--- src/rtl/dmem_access_ctrl.sv ---
// MEM-stage data memory access controller: turns load/store requests into a
// req/ack memory transaction, stalls the pipeline meanwhile, flags errors.
module dmem_access_ctrl #(
  parameter int DATA_W      = 32,
  parameter int TIMEOUT_CYC = 16
) (
  input  logic              clk_i,
  input  logic              rst_i,
  input  logic              MemRead_i,
  input  logic              MemWrite_i,
  input  logic [DATA_W-1:0] ALUdata_i,
  input  logic [DATA_W-1:0] MemWdata_i,
  output logic              mem_req_o,
  output logic              mem_we_o,
  output logic [DATA_W-1:0] mem_addr_o,
  output logic [DATA_W-1:0] mem_wdata_o,
  input  logic              mem_ack_i,
  input  logic [DATA_W-1:0] mem_rdata_i,
  output logic              stall_o,
  output logic [DATA_W-1:0] MemRdata_o,
  output logic              err_o
);

  localparam int CNT_W = $clog2(TIMEOUT_CYC + 1);

  typedef enum logic [1:0] {
    IDLE = 2'd0,
    BUSY = 2'd1,
    DONE = 2'd2
  } state_e;

  state_e            state_q;
  logic              req_q;
  logic              we_q;
  logic [DATA_W-1:0] addr_q;
  logic [DATA_W-1:0] wdata_q;
  logic [DATA_W-1:0] rdata_q;
  logic              err_q;
  logic [CNT_W-1:0]  cnt_q;

  logic access;
  logic aligned;
  logic is_load;
  logic last_cyc;

  assign access   = MemRead_i | MemWrite_i;
  assign aligned  = (ALUdata_i[1:0] == 2'b00);
  assign is_load  = MemRead_i & ~MemWrite_i;
  assign last_cyc = (cnt_q == CNT_W'(TIMEOUT_CYC - 1));

  // DONE keeps stall low so EX/MEM advances past the finished instruction
  assign stall_o = ((state_q == IDLE) & access) | (state_q == BUSY);

  always_ff @(posedge clk_i or posedge rst_i) begin
    if (rst_i) begin
      state_q <= IDLE;
      req_q   <= 1'b0;
      we_q    <= 1'b0;
      addr_q  <= '0;
      wdata_q <= '0;
      rdata_q <= '0;
      err_q   <= 1'b0;
      cnt_q   <= '0;
    end else begin
      unique case (state_q)
        IDLE: begin
          if (access) begin
            if (MemRead_i & MemWrite_i) begin
              err_q <= 1'b1;
            end
            if (aligned) begin
              req_q   <= 1'b1;
              we_q    <= MemWrite_i;
              addr_q  <= ALUdata_i;
              wdata_q <= MemWdata_i;
              cnt_q   <= '0;
              state_q <= BUSY;
            end else begin
              err_q <= 1'b1;
              if (is_load) begin
                rdata_q <= '0;
              end
              state_q <= DONE;
            end
          end
        end
        BUSY: begin
          cnt_q <= cnt_q + 1'b1;
          if (mem_ack_i) begin
            req_q <= 1'b0;
            if (!we_q) begin
              rdata_q <= mem_rdata_i;
            end
            state_q <= DONE;
          end else if (last_cyc) begin
            req_q <= 1'b0;
            err_q <= 1'b1;
            if (!we_q) begin
              rdata_q <= '0;
            end
            state_q <= DONE;
          end
        end
        DONE: begin
          state_q <= IDLE;
        end
        default: begin
          state_q <= IDLE;
        end
      endcase
    end
  end

  assign mem_req_o   = req_q;
  assign mem_we_o    = we_q;
  assign mem_addr_o  = addr_q;
  assign mem_wdata_o = wdata_q;
  assign MemRdata_o  = rdata_q;
  assign err_o       = err_q;

endmodule

--- config.mk ---
export PLATFORM = sky130hd
export DESIGN_NAME = dmem_access_ctrl
export DESIGN_NICKNAME = d
export VERILOG_FILES = /design/src/rtl/dmem_access_ctrl.sv
export SDC_FILE = /design/constraint.sdc
export NUM_CORES = 1
export LEC_CHECK = 0
export ABC_AREA = 1
export CAP_MARGIN = 20
export CORE_MARGIN = 2
export CORE_UTILIZATION = 39
export CTS_CLUSTER_SIZE = 12
export DETAILED_ROUTE_END_ITERATION = 12
export PLACE_DENSITY = 0.78
export SLEW_MARGIN = 20
export SYNTH_ARGS = -nofsm -noshare
export SYNTH_HDL_FRONTEND = slang
export SYNTH_SLANG_ARGS = --single-unit
--- constraint.sdc ---
create_clock -name clk_i -period 3.35 [get_ports clk_i]
set_input_delay 0.67 -clock clk_i [delete_from_list [all_inputs] [get_ports clk_i]]
set_output_delay 0.67 -clock clk_i [all_outputs]
set_load 0.1 [all_outputs]
==> impl_summary.md <==
Timing
The maximum clock frequency is between 0.3 and 0.4 GHz. For the pin with the worst max-slew slack, the measured transition is 0.967 ns. The setup TNS after final layout is 0 ns.

The setup violation total in the final timing report is 0. The final period utilization is between 70% and 80%. Setup repair after global routing left no endpoint under its margin. The number of hold violations in the final report is 0. The final-report max-slew violation count is 0. The worst pin sits at a relative slew slack of 35.4%. Counting I/O delays and the setup requirement, the final critical path takes 2.53 ns.

Across the routed clock network, the largest skew measured is 0.00719 ns.

Synthesis
The sequential share of the synthesized area is a little under three fifths. The Yosys step of the flow raised 0 warnings. The commonest cells after synthesis are 177 x sky130_fd_sc_hd__nand2_1, 106 x sky130_fd_sc_hd__dfrtp_1, 78 x sky130_fd_sc_hd__inv_1.

A synthesized cell averages about 8.7 µm². The number of flops mapped to enable cells by yosys is 0. The async set-or-reset flop fraction in the synthesized netlist is 100%. By instance count, the leading cell after synthesis is sky130_fd_sc_hd__nand2_1.

Synthesis produced 549 cells. Yosys mapped the design onto 24 distinct sky130hd cell types. In the post-synthesis netlist, the biggest area contributors are sky130_fd_sc_hd__dfrtp_1 56%, sky130_fd_sc_hd__nand2_1 14%, sky130_fd_sc_hd__o21ai_2 6.6%.

The largest total area in the synthesized netlist belongs to sky130_fd_sc_hd__dfrtp_1. The synthesized flop and latch total is 106. In this run the cell area of the synthesized design comes to 0.00476 mm². The share of synthesized area in the top cell type comes to 55.7%. In the synthesized netlist the dominant register cell turns out to be sky130_fd_sc_hd__dfrtp_1.

When the netlist entered floorplanning its net count stood at about 650.

Critical path
The timing endpoint of the critical path is stall_o. The setup slack on the worst flop-to-flop path is 1.19 ns. The critical path in this run is classified as input pin to output port. The sort of element at the end of the critical path is an output port.

The worst reg2reg path depth is 10. The worst setup path startpoint is MemWrite_i. The worst register-to-register path ends at MemRdata_o[2].

The maximum net fanout on the critical path is 5. The critical path required time is 2.68 ns. The startpoint class of the critical path is an input pin. At the worst endpoint, the arrival time is roughly 1.9 ns. The launch instance of the worst register-to-register path is cnt_q[0].

Hold path
The tightest min-delay check is of the flop to flop type.

Placement
After legalization and detailed placement, the total HPWL measured 8.48 mm. The count of buffers added on input and output ports is 200. The weighted congestion reported at the end of routability-driven placement is 0.822.

Clock network
The number of buffers inserted by hold repair at cts is 0. The cell chosen for the clock root is sky130_fd_sc_hd__clkbuf_16. The number of CTS-inserted buffers is 9. Buffers added to address setup during post-CTS repair amount to 0.

In this run, post-CTS repair resized a total of 0 instances. The clock reaches the later pin of the worst-skew pair after between 0.3 and 0.4 ns. The number of sinks driven by the clock tree is 106. In this run the number of H-tree levels came out at 3. The TritonCTS clock tree is yes. After clock tree synthesis, the clock-pin slew on the worst setup and hold paths is 0.07 ns.

No sink is reached through more buffers than the 2 on the longest clock path.

Route
In the routed layout, each cell is associated on average with a via count of 4.59. In the final routed layout, each cell accounts on average for roughly 13 µm. For this block, the routed nets add up to 11.7 mm of wire. The post-detailed-route DRC marker count is 0.

In this run the remaining antenna-violating nets after routing total 0. The violation count after the first detailed-routing iteration is between 300 and 400. The first TritonRoute pass finished after 4 iterations. Summing over every cut layer, the via total after detailed routing is slightly above 4k.

Die
In this run the vertical extent of the chip is 114 µm. The core outline area is 0.0120 mm². The starting utilization of the core area is around 40%. The die covers 0.0131 mm². In this run the count of I/O pins placed on the die edge is roughly 200.

The overall die width is 114 µm. The standard-cell row count is 40.

Global routing
Entering global routing, the biggest net connects 78 pins. The initial antenna violation count is 0. The number of global-route vias before repair is 3999. The first-pass GRT wire length is approximately 19 mm.

After global routing the overflow that remains totals 0. Global routing used 18.2% of the available tracks across all layers.

Layout
The fraction of layout cells with a size suffix above 1 is 21.8%. After the last flow step, the layout net total stands at 841. From synthesis to final layout, the design area changed by 43.4%.

The total of fill cells in the finished design is ~1.1k. The number of antenna diodes in the final layout is 0. For this run, the share of the core covered by cells in the final layout is about 57%.

Outcome
The run finished with clean final reports.

Job
The number of violations of the max-capacitance limit is 0.
[flip-flops by register name, summed over array words and instances (netlist names)]
name / flops
mem_we_o: 1
MemRdata_o: 32
mem_wdata_o: 32
err_o: 1
mem_req_o: 1
cnt_q: 5
mem_addr_o: 32
state_q: 2
[how the worst min path moves through the flow]
stage                         start         endpoint  slack [ns]  cells after the start
global placement      mem_addr_o[0]    mem_addr_o[0]        0.45                      2
floorplan                  cnt_q[4]         cnt_q[4]        0.49                      2
finish                MemRdata_o[5]    MemRdata_o[5]        0.47                      2
detailed placement    mem_addr_o[1]    mem_addr_o[1]        0.46                      2
global route        mem_wdata_o[31]  mem_wdata_o[31]        0.50                      2
CTS                  MemRdata_o[22]   MemRdata_o[22]        0.48                      2
[logic make-up (layout without fill, tap and decap cells)]
kind of cell	after synthesis	in the layout	synth area share (%)
and+or+nand+nor	260	260	22.2
buffers and inverters	108	302	10.9
DFF	106	106	55.7
AOI/OAI and AO/OA	73	73	10.6
adders and majority gates	2	2	0.526
[layout make-up]
class | count | area, µm² | share of cell area [%]
tap | 147 | 184 | 2.69
sequential | 106 | 2650 | 38.8
inverter | 78 | 297 | 4.34
multi-input combinational | 335 | 1590 | 23.3
clock buffer | 12 | 246 | 3.61
clock inverter | 4 | 27.5 | 0.403
timing repair buffer | 208 | 1830 | 26.8
[placed cells by master (no fill, tap or decap), drive strengths merged]
cell type,Yosys,final
o21a,1,1
nand2,179,179
ha,2,2
nand4,1,1
clkinv,0,1
o21ai,69,69
o22ai,1,1
nor3,1,1
or2,1,1
buf,23,105
nand3,36,36
dfrtp,106,106
inv,78,77
clkbuf,7,12
clkdlybuf4s50,0,103
o21bai,1,1
clkinvlp,0,4
nor2,42,42
a21oi,1,1
[layer usage]
layer	wire (µm)	share of wire, %	track usage (%)
met5	0	0	0
met4	268	2.3	8.13
met3	624	5.3	4.39
met2	5880	50	29.7
met1	4970	42	23.0
[metrics by stage]
stage          worst slack [ns]  hold slack (ns)  cells  area, µm²
2_1_floorplan              1.18            0.494    549       4760
3_3_place_gp              0.855            0.452    874       6550
3_5_place_dp              0.813            0.455    874       6550
4_1_cts                   0.810            0.476    890       6830
5_1_grt                   0.733            0.498    890       6830
6_report                  0.815            0.472    890       6830
[worst max-delay path, stage by stage]
cell and delay (ns):
sky130_fd_sc_hd__clkdlybuf4s50_1 0.46, sky130_fd_sc_hd__nor2_1 0.17, sky130_fd_sc_hd__nand2_1 0.07, sky130_fd_sc_hd__nand2_1 0.17, sky130_fd_sc_hd__inv_1 0.09, sky130_fd_sc_hd__buf_4 0.24
Power is not shown: default switching activity piles up to over one toggle a cycle in this logic, so the estimate is an artifact.
